### src/rtl/i2c_pkg.sv
// i2c_pkg: shared I2C master state encoding and bus constants
package i2c_pkg;
  localparam logic       I2C_RD         = 1'b1;
  localparam int         I2C_HALF_STEPS = 41;
  localparam logic [6:0] I2C_ADDR       = 7'h42;
  typedef enum logic [3:0] {
    IDLE, ST_A, ST_B, ADDR_L, ADDR_H, AACK_L, AACK_H,
    DATA_L, DATA_H, MACK_L, MACK_H, SP_A, SP_B, SP_C, DONE
  } i2c_mstate_t;
endpackage

### src/rtl/i2c_tick_gen.sv
// i2c_tick_gen: one-cycle strobe every HALF_PERIOD clocks while enabled
module i2c_tick_gen #(
  parameter int HALF_PERIOD = 32
) (
  input  logic clk,
  input  logic rst_n,
  input  logic en,
  output logic tick
);
  localparam int W = $clog2(HALF_PERIOD);
  localparam logic [W-1:0] LAST = W'(HALF_PERIOD - 1);
  logic [W-1:0] cnt_q, cnt_d;
  assign tick = en && cnt_q == LAST;
  always_comb begin
    cnt_d = !en || tick ? '0 : cnt_q + 1'b1;
  end
  always_ff @(posedge clk or negedge rst_n) begin
    if (!rst_n) cnt_q <= '0;
    else cnt_q <= cnt_d;
  end
endmodule

### src/rtl/i2c_read_master.sv
// i2c_read_master: single-byte I2C read (START, addr+R, ACK, 8 data bits, ACK/NACK, STOP)
module i2c_read_master
  import i2c_pkg::*;
#(
  parameter logic [6:0] SLAVE_ADDR  = I2C_ADDR,
  parameter int         HALF_PERIOD = 32
) (
  input  logic       clk,
  input  logic       rst_n,
  input  logic       cmd_valid,
  input  logic       cmd_nack,
  output logic       cmd_ready,
  output logic       rsp_valid,
  input  logic       rsp_ready,
  output logic [7:0] rsp_data,
  output logic       rsp_addr_nack,
  output logic       scl_o,
  output logic       sda_o,
  input  logic       sda_i,
  output logic       busy
);
  i2c_mstate_t state_q, state_d;
  logic [2:0] bit_q, bit_d;
  logic [7:0] addr_sr_q, addr_sr_d, data_sr_q, data_sr_d, rsp_data_q, rsp_data_d;
  logic nack_q, nack_d, anack_q, anack_d, scl_q, scl_d, sda_q, sda_d;
  logic rsp_valid_q, rsp_valid_d, rsp_nack_q, rsp_nack_d;
  logic tick;
  i2c_tick_gen #(.HALF_PERIOD(HALF_PERIOD)) u_tick (
    .clk  (clk),
    .rst_n(rst_n),
    .en   (state_q != IDLE),
    .tick (tick)
  );
  assign cmd_ready     = state_q == IDLE && !rsp_valid_q;
  assign busy          = state_q != IDLE;
  assign rsp_valid     = rsp_valid_q;
  assign rsp_data      = rsp_data_q;
  assign rsp_addr_nack = rsp_nack_q;
  assign scl_o         = scl_q;
  assign sda_o         = sda_q;
  always_comb begin
    state_d     = state_q;
    bit_d       = bit_q;
    addr_sr_d   = addr_sr_q;
    data_sr_d   = data_sr_q;
    nack_d      = nack_q;
    anack_d     = anack_q;
    rsp_valid_d = rsp_valid_q && !rsp_ready;
    rsp_data_d  = rsp_data_q;
    rsp_nack_d  = rsp_nack_q;
    if (state_q == IDLE) begin
      if (cmd_valid && cmd_ready) begin
        state_d   = ST_A;
        bit_d     = 3'd7;
        addr_sr_d = {SLAVE_ADDR, I2C_RD};
        data_sr_d = '0;
        nack_d    = cmd_nack;
        anack_d   = 1'b0;
      end
    end else if (state_q == DONE) begin
      state_d     = IDLE;
      rsp_valid_d = 1'b1;
      rsp_data_d  = anack_q ? 8'h00 : data_sr_q;
      rsp_nack_d  = anack_q;
    end else if (tick) begin
      case (state_q)
        ST_A:    state_d = ST_B;
        ST_B:    state_d = ADDR_L;
        ADDR_L:  state_d = ADDR_H;
        ADDR_H: begin
          addr_sr_d = addr_sr_q << 1;
          bit_d     = bit_q == 3'd0 ? 3'd7 : bit_q - 3'd1;
          state_d   = bit_q == 3'd0 ? AACK_L : ADDR_L;
        end
        AACK_L:  state_d = AACK_H;
        AACK_H: begin
          anack_d = sda_i;
          state_d = sda_i ? SP_A : DATA_L;
        end
        DATA_L:  state_d = DATA_H;
        DATA_H: begin
          data_sr_d = {data_sr_q[6:0], sda_i};
          bit_d     = bit_q == 3'd0 ? 3'd7 : bit_q - 3'd1;
          state_d   = bit_q == 3'd0 ? MACK_L : DATA_L;
        end
        MACK_L:  state_d = MACK_H;
        MACK_H:  state_d = SP_A;
        SP_A:    state_d = SP_B;
        SP_B:    state_d = SP_C;
        SP_C:    state_d = DONE;
        default: state_d = IDLE;
      endcase
    end
    // bus levels are decoded from the next state so they change on the same edge as the state
    scl_d = !(state_d inside {ADDR_L, AACK_L, DATA_L, MACK_L, SP_A});
    sda_d = state_d inside {ST_B, SP_A, SP_B} ? 1'b0 :
            state_d inside {ADDR_L, ADDR_H}   ? addr_sr_d[7] :
            state_d inside {MACK_L, MACK_H}   ? nack_d : 1'b1;
  end
  always_ff @(posedge clk or negedge rst_n) begin
    if (!rst_n) begin
      state_q     <= IDLE;
      bit_q       <= 3'd7;
      addr_sr_q   <= '0;
      data_sr_q   <= '0;
      nack_q      <= 1'b0;
      anack_q     <= 1'b0;
      scl_q       <= 1'b1;
      sda_q       <= 1'b1;
      rsp_valid_q <= 1'b0;
      rsp_data_q  <= '0;
      rsp_nack_q  <= 1'b0;
    end else begin
      state_q     <= state_d;
      bit_q       <= bit_d;
      addr_sr_q   <= addr_sr_d;
      data_sr_q   <= data_sr_d;
      nack_q      <= nack_d;
      anack_q     <= anack_d;
      scl_q       <= scl_d;
      sda_q       <= sda_d;
      rsp_valid_q <= rsp_valid_d;
      rsp_data_q  <= rsp_data_d;
      rsp_nack_q  <= rsp_nack_d;
    end
  end
endmodule

### config.mk
export PLATFORM = sky130hd
export DESIGN_NAME = i2c_read_master
export DESIGN_NICKNAME = d
export VERILOG_FILES = /design/src/rtl/i2c_pkg.sv /design/src/rtl/i2c_tick_gen.sv /design/src/rtl/i2c_read_master.sv
export SDC_FILE = /design/constraint.sdc
export NUM_CORES = 1
export LEC_CHECK = 0
export ABC_AREA = 1
export ABC_CLOCK_PERIOD_IN_PS = 4700
export CAP_MARGIN = 5
export CORE_AREA = 2 2 97 62
export DETAILED_ROUTE_END_ITERATION = 12
export DIE_AREA = 0 0 99 64
export PLACE_DENSITY = 0.69
export SLEW_MARGIN = 20
export SYNTH_ARGS = -nofsm -noshare
export SYNTH_HDL_FRONTEND = slang
export SYNTH_HIERARCHICAL = 1
export SYNTH_SLANG_ARGS = --single-unit
### constraint.sdc
create_clock -name clk -period 4.7 [get_ports clk]
set_input_delay 0.94 -clock clk [delete_from_list [all_inputs] [get_ports clk]]
set_output_delay 0.94 -clock clk [all_outputs]
set_load 0.005 [all_outputs]
# Yosys cells after proc, flatten, opt, wreduce, memory -nomap -nowiden
# Index checks and enable logic that the tools add are counted.
totals:
  ram_bits: 0
  romBits: 0
  regBits: 42
  in_bits: 6
  memories: 0
  out_inout_bits: 14
  latchBits: 0
op_classes:
  mux: 38
  n_eq_ne: 26
  div: 0
  bitwise_logic: 1
  n_addsub: 2
  n_shift: 0
  mul: 0
  n_lt_le_gt_ge: 0
  reduce_logical: 27
op_table:
  columns: ["cell", "n"]
  rows:
  - ["$mux 8", 11]
  - ["$pmux 4 s13", 1]
  - ["$eq 4x4->1 const B", 11]
  - ["$eq 4x3->1 const B", 7]
  - ["$mux 4", 6]
  - ["$mux 3", 7]
  - ["$eq 4x2->1 const B", 4]
  - ["$reduce_and 4->1", 4]
  - ["$reduce_bool 2->1", 7]
  - ["$mux 1", 12]
  - ["$add 5x1->5 const B", 1]
  - ["$eq 5x5->1 const B", 1]
  - ["$mux 5", 1]
  - ["$reduce_bool 5->1", 1]
  - ["$eq 4x1->1 const B", 1]
  - ["$logic_and 1x1->1", 4]
  - ["$logic_not 1->1", 4]
  - ["$logic_not 4->1", 1]
  - ["$reduce_bool 4->1", 1]
  - ["$logic_not 3->1", 1]
  - ["$reduce_bool 3->1", 1]
  - ["$sub 3x1->3 const B", 1]
  - ["$ne 2x1->1 const B", 1]
  - ["$ne 2x2->1 const B", 1]
  - ["4 further kinds", 4]

# Logic depth before layout (Yosys ltp)
# Gate-level depths: netlist (run 1).
logic_depth:
  depth_word: 11
  depth_mapped: 17
  mapped_depth_nobuf: 16

# Modules after synthesis
# Netlist (run 1), hierarchy kept.
by_module_without_submodules:
  columns: ["mod", "cells_per_inst", "area_each_um2", "n_inst"]
  rows:
  - ["i2c_read_master", 215, 1851.8, 1]
  - ["i2c_tick_gen", 26, 239.0, 1]

# Least setup slack after synthesis (run 1)
# OpenSTA, ideal clock, no wires.
synth_path:
  path_type: "reg-to-reg"
  from: "register u_tick.cnt_q[0]"
  to: "register sda_q, in the netlist sda_o"
  path_stages_with_launch: 16
  t_arrival_ns: 1.926
  path_slack_ns: 2.707
  setup_ns: 0.067
  path_buffers: 1
  period_less_slack_ns: 1.993
  path_cell_list: "dfrtp_1 ha_1 nand2_1 nor2_1 ha_1 nand2_1 inv_1 clkbuf_1 nand4_2 inv_1 nand2_1 nand3_2 nand3_1 nand4_1 nand2_1 nor2_1"
synth_via:
  elab_cells_between_ends: 21
  cone_classes: "eq/ne: 8; mux: 9; reduce/logical: 4"
synth_rtl:
  columns: ["item", "line_no", "text"]
  rows:
  - ["from (decl)", "i2c_tick_gen.sv:12", "logic [W-1:0] cnt_q, cnt_d;"]
  - ["from (signal assigned)", "i2c_tick_gen.sv:19", "else cnt_q <= cnt_d;"]
  - ["$eq 5x5->1", "i2c_tick_gen.sv:13", "assign tick = en && cnt_q == LAST;"]
  - ["$logic_and 1x1->1", "i2c_tick_gen.sv:13", null]
  - ["via tick", "i2c_read_master.sv:27", "logic tick;"]
  - ["$mux 8", "i2c_read_master.sv:65", "end else if (tick) begin"]
  - ["$mux 8", "i2c_read_master.sv:60", "end else if (state_q == DONE) begin"]
  - ["$mux 8", "i2c_read_master.sv:51", "if (state_q == IDLE) begin"]
  - ["via addr_sr_d[7]", "i2c_read_master.sv:24", "logic [7:0] addr_sr_q, addr_sr_d, data_sr_q, data_sr_d, rsp_data_q, rsp_data_d;"]
  - ["$mux 1", "i2c_read_master.sv:97", "state_d inside {ADDR_L, ADDR_H} ? addr_sr_d[7] :"]
  - ["$mux 1", "i2c_read_master.sv:96", "sda_d = state_d inside {ST_B, SP_A, SP_B} ? 1'b0 :"]
  - ["via sda_d", "i2c_read_master.sv:25", "logic nack_q, nack_d, anack_q, anack_d, scl_q, scl_d, sda_q, sda_d;"]
  - ["to (signal assigned)", "i2c_read_master.sv:109", "sda_q <= 1'b1;"]
  - ["to (signal assigned)", "i2c_read_master.sv:121", "sda_q <= sda_d;"]
  - ["to (decl)", "i2c_read_master.sv:25", null]
# The timed path passes the listed nets, and every way through them passes these cells. The select of a mux whose other input is x is not followed.
# A chain may end at the register's enable or synchronous reset.

# Worst setup path after layout (run 1)
layout_path:
  from: "register state_q[0]"
  to: "output cmd_ready"
layout_via:
  elab_chain_len: 2
layout_lines:
  columns: ["item", "line_no", "text"]
  rows:
  - ["from (decl)", "i2c_read_master.sv:22", "i2c_mstate_t state_q, state_d;"]
  - ["from (signal assigned)", "i2c_read_master.sv:114", "state_q <= state_d;"]
  - ["$logic_not 4->1", "i2c_read_master.sv:34", "assign cmd_ready = state_q == IDLE && !rsp_valid_q;"]
  - ["$logic_and 1x1->1", "i2c_read_master.sv:34", null]
  - ["to (decl)", "i2c_read_master.sv:12", "output logic cmd_ready,"]
# No other way between the ends.

==> results of run 1 <==
-- cells by family (layout without fill, tap and decap cells) --
group                    count (synthesis)  after routing  synth area share (%)
AND/OR/NAND/NOR                        108            108                 26.39
buffers and inverters                   47             69                 9.635
flip-flops                              42             42                 50.57
AO/OA/AOI/OAI                           37             37                 9.635
adder cells (fa/ha/maj)                  4              4                 2.394
XOR/XNOR                                 2              2                0.8380
multiplexers                             1              1                0.5386
-- where the power goes --
group          total, mW  internal [mW]  switching (mW)
clock              0.279          0.159           0.120
combinational     0.0123        0.00391         0.00842
sequential         0.362          0.362        0.000406
-- path summary, 6_finish.rpt --
| path | end | slack (ns) | depth (start not counted) |
|---|---|---|---|
| hold reg to reg | u_tick/cnt_q[0] | 0.49 | 1 |
| setup / recovery | cmd_ready | 1.94 | 4 |
| hold / removal | u_tick/cnt_q[0] | 0.49 | 1 |
| min in group asynchronous | addr_sr_q[0] | 0.78 | 1 |
| max in group asynchronous | data_sr_q[6] | 3.35 | 1 |
| setup reg to reg | sda_o | 2.37 | 15 |
-- worst reg2reg max path, stage by stage (launching register included) --
cell and delay (ns):
dfrtp_1 0.40, ha_1 0.18, nand2_1 0.07, nor2_1 0.12
ha_1 0.19, nand2_1 0.07, inv_1 0.25, nand2_1 0.10
o21ai_0 0.35, nand2_2 0.14, inv_1 0.13, nand2_1 0.06
nand2_1 0.07, nand2_1 0.05, nand2_1 0.06, nor2_1 0.04
-- synth_stat cells (all sizes together) (2+ instances only) --
library cell and instances:
nand3 22, inv 41, nand4 3, ha 4
nor2 27, nand2 53, dfstp 5, dfrtp 37
o21ai 27, a21oi 3, clkbuf 3, o211ai 2
o22ai 3, buf 2
-- registers in the layout, indices dropped and copies added (netlist names) --
name	count
sda_o	1
anack_q	1
rsp_data	8
scl_o	1
u_tick/cnt_q	5
bit_q	3
data_sr_q	8
rsp_addr_nack	1
addr_sr_q	8
state_q	4
nack_q	1
rsp_valid	1
-- cell type report --
cell class | count | area, µm²
inverter | 42 | 157.7
sequential | 42 | 1057
timing repair buffer | 19 | 185.2
fill | 522 | 2962
clock inverter | 1 | 30.03
clock buffer | 7 | 76.32
tap | 69 | 86.33
multi-input combinational | 152 | 832.0
-- stage by stage --
stage	std cells	total power, mW	setup WS, ns	util [%]	instance area [µm²]
after floorplan	241	0.3709	2.707	-	2091
after global placement	324	0.3823	2.290	43.04	2318
after detailed placement	324	0.3827	2.251	43.04	2318
after CTS	332	0.6650	1.920	45.02	2425
after global routing	332	0.6806	1.824	45.02	2425
final	332	0.6541	1.936	45.02	2425
-- metal layers --
metal / up-vias / global-route usage [%]
li1: 804 / -
met1: 723 / 22.05
met2: 43 / 19.51
met3: 4 / 4.376
met4: 0 / 2.568
met5: - / 0
==> results.ini, run 1 <==
[pwr]
vdd_drop_max_mv=0.1159
powerDensity_nw_per_um2=269.8
p_leak_nw=1.181

[clock_tree]
holdBufCountCts=0
post-cts-setup-buffers=0
clockBufferDepth=2
root_buffer=clkbuf_8
cts_htree_levels=2
insertion_delay_ns=0.28
clkTransAtPathRegs_ns=0.08
cts_tree=built
clkSinkCount=42
cts_buffers=5
cts-resized-gates=0

[critical_path]
crit_family=simple AND/OR/NAND/NOR gates
cp_max_fo=15
critPathKind=flop to primary output
cpPeakStageDelay_ns=0.51
cp-startpoint=state_q[0]
start_kind=flop
path_cells=nor2_4 -> nand2_4 -> nor2_4 -> clkdlybuf4s50_1
crit_arrival_ns=1.82
slowest_stage=clkdlybuf4s50_1
r2r_start=u_tick/cnt_q[0]
path_common_cell=nor2_4
crit_buf_inv=1
end_kind=primary output
critPathRequiredTime_ns=3.76

[synthesis]
synthDominantCellAreaShare_pct=44.28
syn_nets=251
synth_area_per_cell_um2=8.675
synth_seq_cells=42
synth_cell_types=33
syn_inst=241
ys.flop_type=dfrtp_1
ys_seq_area_share_pct=50.57
ys_warn_count=6
synth_area_leaders=dfrtp_1, nand2_1, inv_1, dfstp_2, nand3_1
synth.cell_area_um2=2091
yosysTopAreaCell=dfrtp_1
synth-async-reset-ratio_pct=100.0
synth_edf_count=0

[floorplanning]
start_util_pct=38.82
die_area_um2=6336
die_w_um=99
rows=21
die_h_um=64
core_area_um2=5386
ioPinCount=20

[global_routing]
antenna_found_initial=0
grt_pass1_vias=1509
track_usage_pct=14.25
grt_pass1_wl_um=7210
grt_start_max_net_pins=43
gr-total-overflow=0

[drt]
wl_met3_um=281
dr_total_vias=1574
vias_per_cell=4.741
wirelength_um=4080
drc=0
drt-initial-drc-count=127
wl_met1_um=2201
first_pass_iters=4
met2_wirelength_um=1574
drt.antenna.violating_nets=0
wire_per_inst_um=12.29
routed.top_layer=met4

[timing]
finClkSkew_ns=0.003320
finalHoldViolCount=0
holdWs_ns=0.4893
setup-violations-final=0
drv_slew=0
slew_headroom_pct=39.43
grt_setup_unrepaired=false
tightest_slew_ns=0.9086
max_freq_mhz=361.9
tns_ns=0
period_minus_slack_ns=2.764
period_share_pct=58.80

[finish]
mostFrequentLayoutCells=nand2_1, inv_1, dfrtp_1, nand3_1, nor2_1
nNetsFinal=272
n_antenna_cell=0
final_common_cell=nand2_1
area_delta_synth_final_pct=15.98
drive_above_1_share_pct=14.83

[placed_design]
gp_congestion=0.9297
port_buffers=19
dp_hpwl_um=2925

[status]
status=completed

[hold_path]
min_from=u_tick/cnt_q[0]
hold_class=flop to flop

[flow_run]
maxCapViolations=0

No activity file was read; power rests on OpenSTA's default activity.
==> run 2: changes to the inputs <==
--- a/config.mk
+++ b/config.mk
@@ -6,7 +6,7 @@
 export NUM_CORES = 1
 export LEC_CHECK = 0
 export ABC_AREA = 1
-export ABC_CLOCK_PERIOD_IN_PS = 4700
+export ABC_CLOCK_PERIOD_IN_PS = 2700
 export CAP_MARGIN = 5
 export CORE_AREA = 2 2 97 62
 export DETAILED_ROUTE_END_ITERATION = 12
==> constraint.sdc (replaced) <==
create_clock -name clk -period 2.7 [get_ports clk]
set_input_delay 0.54 -clock clk [delete_from_list [all_inputs] [get_ports clk]]
set_output_delay 0.54 -clock clk [all_outputs]
set_load 0.005 [all_outputs]
==> results.ini, run 2 (same netlist as run 1, synthesis figures left out) <==
[timing]
drv_slew=0  ; unchanged
tns_ns=0  ; unchanged
slew_headroom_pct=37.79  ; -1.6 points
setup-violations-final=0  ; unchanged
setup_ws_ns=0.2437  ; -1.693 ns
finClkSkew_ns=0.009420  ; +0.006100 ns
period_minus_slack_ns=2.456
max_freq_mhz=407.1
finalHoldViolCount=0  ; unchanged
tightest_slew_ns=0.9332  ; +0.02459 ns
period_share_pct=90.97
grt_setup_unrepaired=false

[status]
status=completed

[pwr]
p_sw_share_pct=19.11  ; -0.62 points
power_mw=1.275  ; +95%
power.switching_mw=0.2438  ; +89%
p_leak_nw=1.200  ; +1.6%
combPwrFrac_pct=1.7  ; -0.2 points
vdd_drop_max_mv=0.2479  ; +110%
power_frac_clock_pct=48.8  ; +6.1 points
powerDensity_nw_per_um2=518.2  ; +92%
p_int_mw=1.032  ; +96%
seqPwrFrac_pct=49.5  ; -5.9 points

[finish]
final_area_um2=2461  ; +1.5%
drive_above_1_share_pct=15.59  ; +0.76 points
mostFrequentLayoutCells=nand2_1, inv_1, dfrtp_1, nand3_1, nor2_1
nNetsFinal=272  ; unchanged
area_delta_synth_final_pct=17.71
fin_util_pct=45.69  ; +0.67 points
fill_cells=499  ; -4.4%
n_antenna_cell=0  ; unchanged
final_common_cell=nand2_1

[global_routing]
antenna_found_initial=0  ; unchanged
gr-total-overflow=0  ; unchanged
grt_start_max_net_pins=43  ; unchanged
grt_pass1_wl_um=7058  ; -2.1%
track_usage_pct=14.17  ; -0.081 points
grt_pass1_vias=1426  ; -5.5%

[placed_design]
port_buffers=19  ; unchanged
dp_hpwl_um=2870  ; -1.9%
dp_slack_ns=0.4837  ; -1.767 ns
gp_congestion=0.8813  ; -5.2%
place_area_um2=2318  ; unchanged

[critical_path]
slowest_stage=dfrtp_1
cpPeakStageDelay_ns=0.51  ; about the same
end_kind=primary output
start_kind=flop
path_common_cell=nor2_4
cp_max_fo=15  ; unchanged
critPathRequiredTime_ns=2.16  ; -1.60 ns
path_cells=nor2_4 -> nand2_4 -> nor2_4 -> clkdlybuf4s50_1
critPathKind=flop to primary output
crit_arrival_ns=1.92  ; +0.10 ns

[drt]
drt.antenna.violating_nets=0  ; unchanged
dr_total_vias=1595  ; +1.3%
drt-initial-drc-count=97  ; -24%
vias_per_cell=4.804  ; +1.3%
wire_per_inst_um=12.47  ; +1.5%
drc=0  ; unchanged
wirelength_um=4141  ; +1.5%
first_pass_iters=5  ; +1

[floorplanning]
die_w_um=99  ; unchanged
ioPinCount=20  ; unchanged
rows=21  ; unchanged
core_area_um2=5386  ; unchanged
die_area_um2=6336  ; unchanged
die_h_um=64  ; unchanged
start_util_pct=38.82  ; unchanged

[clock_tree]
holdBufCountCts=0  ; unchanged
cts_htree_levels=2  ; unchanged
post-cts-setup-buffers=0  ; unchanged
cts-resized-gates=0  ; unchanged
clockBufferDepth=2  ; unchanged
clkTransAtPathRegs_ns=0.08  ; about the same
insertion_delay_ns=0.30  ; +0.02 ns
cts_buffers=5  ; unchanged
root_buffer=clkbuf_8
cts_tree=built
clkSinkCount=42  ; unchanged

[flow_run]
maxCapViolations=0  ; unchanged

[hold_path]
hold_class=input pin to async pin

[run 2: metal layers]
metal / global-route usage [%] / wire [µm] / share of wire (%) / vias up
met2: 18.24 / 1547 / 37 / 56
met4: 3.596 / 44 / 1.1 / 0
met3: 4.376 / 316 / 7.6 / 8
met5: 0 / 0 / 0 / -
met1: 22.45 / 2232 / 54 / 727
li1: - / - / - / 804
[run 2: area by class of cell]
| type | count | area, µm² | share of cell area, % |
|---|---|---|---|
| clock inverter | 2 | 60.06 | 2.440 |
| timing repair buffer | 19 | 185.2 | 7.524 |
| tap | 69 | 86.33 | 3.508 |
| multi-input combinational | 152 | 832.0 | 33.81 |
| sequential | 42 | 1057 | 42.96 |
| inverter | 42 | 157.7 | 6.406 |
| clock buffer | 6 | 82.58 | 3.355 |
[run 2: per-stage QoR]
step	cells	hold WS [ns]
after floorplan	241	0.2444
after global placement	324	0.4663
after detailed placement	324	0.4799
after CTS	332	0.4071
after global routing	332	0.4587
final	332	0.3787
[run 2: worst paths after layout]
path / startpoint / end / slack [ns] / depth (start not counted)
min in group clk: rsp_data[5] / rsp_data[5] / 0.49 / 2
hold reg to reg: rsp_data[5] / rsp_data[5] / 0.49 / 2
hold / removal: rst_n / nack_q / 0.38 / 1
setup / recovery: state_q[0] / cmd_ready / 0.24 / 4
max in group asynchronous: rst_n / data_sr_q[6] / 1.75 / 1
setup reg to reg: u_tick/cnt_q[0] / sda_o / 0.51 / 14
[run 2: power by group through the flow]
stage / Clock [mW] / Combinational [mW] / Sequential, mW
2_1_floorplan: 0 / 0.00229 / 0.643
3_3_place_gp: 0 / 0.0223 / 0.643
3_5_place_dp: 0 / 0.0226 / 0.643
4_1_cts: 0.634 / 0.0227 / 0.631
5_1_grt: 0.666 / 0.0252 / 0.631
6_report: 0.623 / 0.0214 / 0.631
[run 2: worst max-delay path: cells and delay by family, from the launching register on]
| family | cells | cell delay, ns |
|---|---|---|
| buf+inv | 1 | 0.51 |
| flops | 1 | 0.51 |
| simple gates | 3 | 0.60 |
==> run 3: changes to the inputs <==
--- a/config.mk
+++ b/config.mk
@@ -17,3 +17,4 @@
 export SYNTH_HDL_FRONTEND = slang
 export SYNTH_HIERARCHICAL = 1
 export SYNTH_SLANG_ARGS = --single-unit
+export TNS_END_PERCENT = 30
==> results of run 3 <==
Final layout, timing and power as in run 2 (identical DEF).
==> variant: new RTL, config.mk and constraints of run 3 <==
Take the reset off `addr_sr_q`, `data_sr_q` and `rsp_data_q` and load them in a clocked block of their own.
--- a/src/rtl/i2c_read_master.sv
+++ b/src/rtl/i2c_read_master.sv
@@ -101,28 +101,28 @@
     if (!rst_n) begin
       state_q     <= IDLE;
       bit_q       <= 3'd7;
-      addr_sr_q   <= '0;
-      data_sr_q   <= '0;
       nack_q      <= 1'b0;
       anack_q     <= 1'b0;
       scl_q       <= 1'b1;
       sda_q       <= 1'b1;
       rsp_valid_q <= 1'b0;
-      rsp_data_q  <= '0;
       rsp_nack_q  <= 1'b0;
     end else begin
       state_q     <= state_d;
       bit_q       <= bit_d;
-      addr_sr_q   <= addr_sr_d;
-      data_sr_q   <= data_sr_d;
       nack_q      <= nack_d;
       anack_q     <= anack_d;
       scl_q       <= scl_d;
       sda_q       <= sda_d;
       rsp_valid_q <= rsp_valid_d;
-      rsp_data_q  <= rsp_data_d;
       rsp_nack_q  <= rsp_nack_d;
     end
   end
+
+  always_ff @(posedge clk) begin
+    addr_sr_q  <= addr_sr_d;
+    data_sr_q  <= data_sr_d;
+    rsp_data_q <= rsp_data_d;
+  end
 endmodule
 
Function: same outputs for any inputs over 10 cycles, from zero or initial values and one cycle with rst_n low; that may be too few to reach the edited logic, so the function may still have changed.
==> variant against run 3 <==
  * Wire length decreased by 7.5%
  * Die area unchanged
  * Synthesized area increased by 0.12%
  * Worst setup slack improved by 0.070 ns
  * Combinational power shrank 27%
  * Fmax is 2.9% higher
  * Register-to-register slack better by 0.06 ns
  * Final area up 0.61%
  * Synthesized cell count decreased by 7.1%
  * Power down 14%
  * First-iteration DRC count rose by 25%
  * Non-clock buffer count up 4
  * Sequential cell count did not move
  * Highest routed layer unchanged
==> variant: results (changes against run 3) <==
| Metric | Value |
|---|---|
| Status | `finished clean (unchanged)` |
| FFs w/ async S/R, synth | `42.86% (was 100.0%)` |
| Root buf cell | `clkbuf_8 (unchanged)` |
| Via density | `4.530 (was 4.804)` |
| Worst min path class | `reg -> reg (was in -> async)` |
| # diodes | `0 (unchanged)` |
| Clock slew seen by the registers of the worst setup and hold paths | `0.08 ns (about the same)` |
| GR Util All Layers | `13.22% (was 14.17%)` |
| Max stage delay on crit path | `0.55 ns (was 0.51 ns)` |
| Top cell family by delay on the critical path | `flip-flops (was simple AND/OR/NAND/NOR gates)` |
| Synthesized Nets | `234 (was 251)` |
| Filler Cells Inserted | `502 (was 499)` |
| Detailed Place HPWL | `2914 um (was 2870 um)` |
| Clk_lat worst skew | `0.29 ns` |
| Layout cells sized above 1 | `19.44% (was 15.59%)` |
| Net count, final | `261 (was 272)` |
| Peak supply drop | `0.0001966 V (was 0.0002479 V)` |
| Seq/Total Area, Yosys | `55.77% (was 50.57%)` |
| Largest net degree at the start of global routing | `19 (was 43)` |
| Top post-synthesis cells by area | `edfxtp_1 (33%), dfrtp_1 (16%), nor2_1 (8.4%) (was dfrtp_1 (44%), nand2_1 (7.7%), inv_1 (7.0%))` |
| CTS H-Tree Depth | `2 (unchanged)` |
| Clock skew | `0.01146 ns (was 0.009420 ns)` |
| TritonRoute pass-1 iters | `4 (was 5)` |
| Yosys cell types | `34 (was 33)` |
| Buffers on Ports | `19 (unchanged)` |
| Worst path slowest cell | `dfrtp_1 (unchanged)` |
| Layout Cells excl Fill | `321 (was 332)` |
| First-pass GRT wire length | `6396 um (was 7058 um)` |
| Synth warnings | `6 (unchanged)` |
| PostCTS Resize Cnt | `0 (unchanged)` |
| CP Max Fanout | `10 (was 15)` |
| Top cells by count, synth | `nor2_1 (47), inv_1 (32), nand2_1 (32) (was nand2_1 (43), inv_1 (39), dfrtp_1 (37))` |
| Drt wl/cell | `11.94 um (was 12.47 um)` |
| Initial drt markers | `121 (was 97)` |
| Rel. slew slack | `69.64% (was 37.79%)` |
| P_leak | `0.001087 uW (was 0.001200 uW)` |
| Main flop type after synthesis | `edfxtp_1 (was dfrtp_1)` |
| Vias in the first global route | `1343 (was 1426)` |
| Crit path DAT | `1.85 ns (was 1.92 ns)` |
| Setup slack, reg-to-reg | `0.57 ns (was 0.51 ns)` |
| Dpl cells | `313 (was 324)` |
| Post-CTS Setup Inserts | `0 (unchanged)` |
| GP Congestion | `0.9059 (was 0.8813)` |
| CTS buffer count | `5 (unchanged)` |
| Syn_area_per_cell | `9.345 um2 (was 8.675 um2)` |
| EDFF count, synth | `23 (was 0)` |
| Initial antenna violation count | `0 (unchanged)` |
| Worst-case clock buffer depth | `2 (unchanged)` |
| DP Area | `2384 um2 (was 2318 um2)` |
-- variant: path summary, 6_finish.rpt --
check / from / cells after the start / endpoint
min in group asynchronous: rst_n / 2 / nack_q
worst max register to register: state_q[1] / 13 / sda_o
max in group asynchronous: rst_n / 2 / bit_q[1]
worst min register to register: nack_q / 2 / nack_q
worst min-delay path: nack_q / 2 / nack_q
worst max-delay path: state_q[1] / 4 / cmd_ready
-- variant: kinds of logic after synthesis --
family,count (synthesis),share of synthesized area [%]
compound gates,16,4.602
xor+xnor,1,0.4185
fa+ha+maj,4,2.391
buf+inv,44,8.488
flops,42,55.77
mux,1,0.4782
simple gates,116,27.85
-- variant: routing by layer --
metal	wire length, um	vias up	part of all wire [%]	global-route usage [%]
li1	-	764	-	-
met1	2005	650	52	19.68
met5	0	-	0	0
met2	1546	38	40	18.16
met4	23	0	0.60	4.966
met3	257	2	6.7	3.611
-- variant: area by class of cell --
cell class / instances / area, um2 / share of cell area [%]
Sequential cell: 42 / 1167 / 47.15
Multi-Input combinational cell: 138 / 748.2 / 30.22
Timing Repair Buffer: 23 / 220.2 / 8.893
Inverter: 41 / 161.4 / 6.518
Tap cell: 69 / 86.33 / 3.487
Clock buffer: 5 / 68.82 / 2.779
Clock inverter: 3 / 23.77 / 0.9601
-- variant: worst reg2reg max path, stage by stage (launching register included) --
cell	delay [ns]
dfrtp_1	0.55
nor2_8	0.28
nand2_4	0.13
nand2_1	0.08
inv_1	0.14
inv_1	0.18
nor2_1	0.05
nand3_1	0.11
nand3_2	0.13
a21oi_1	0.18
nor2_1	0.06
nand3_1	0.06
nand2_1	0.06
nor2_2	0.07
-- variant: report_power, final --
part | total (uW) | switching [uW] | internal [uW]
logic | 15.7 | 8.13 | 7.58
registers | 671 | 0.0000000000000491 | 671
clock network | 413 | 228 | 185
total | 1100 | 236 | 863
-- variant: stage by stage --
stage          setup WS [ns]  hold WS (ns)  power, uW
2_1_floorplan         0.6654        0.2444      685.3
3_3_place_gp          0.6150        0.4674      700.5
3_5_place_dp          0.5879        0.4674      700.7
4_1_cts               0.2972        0.4881       1113
5_1_grt               0.1973        0.5229       1142
6_report              0.3141        0.4911       1100
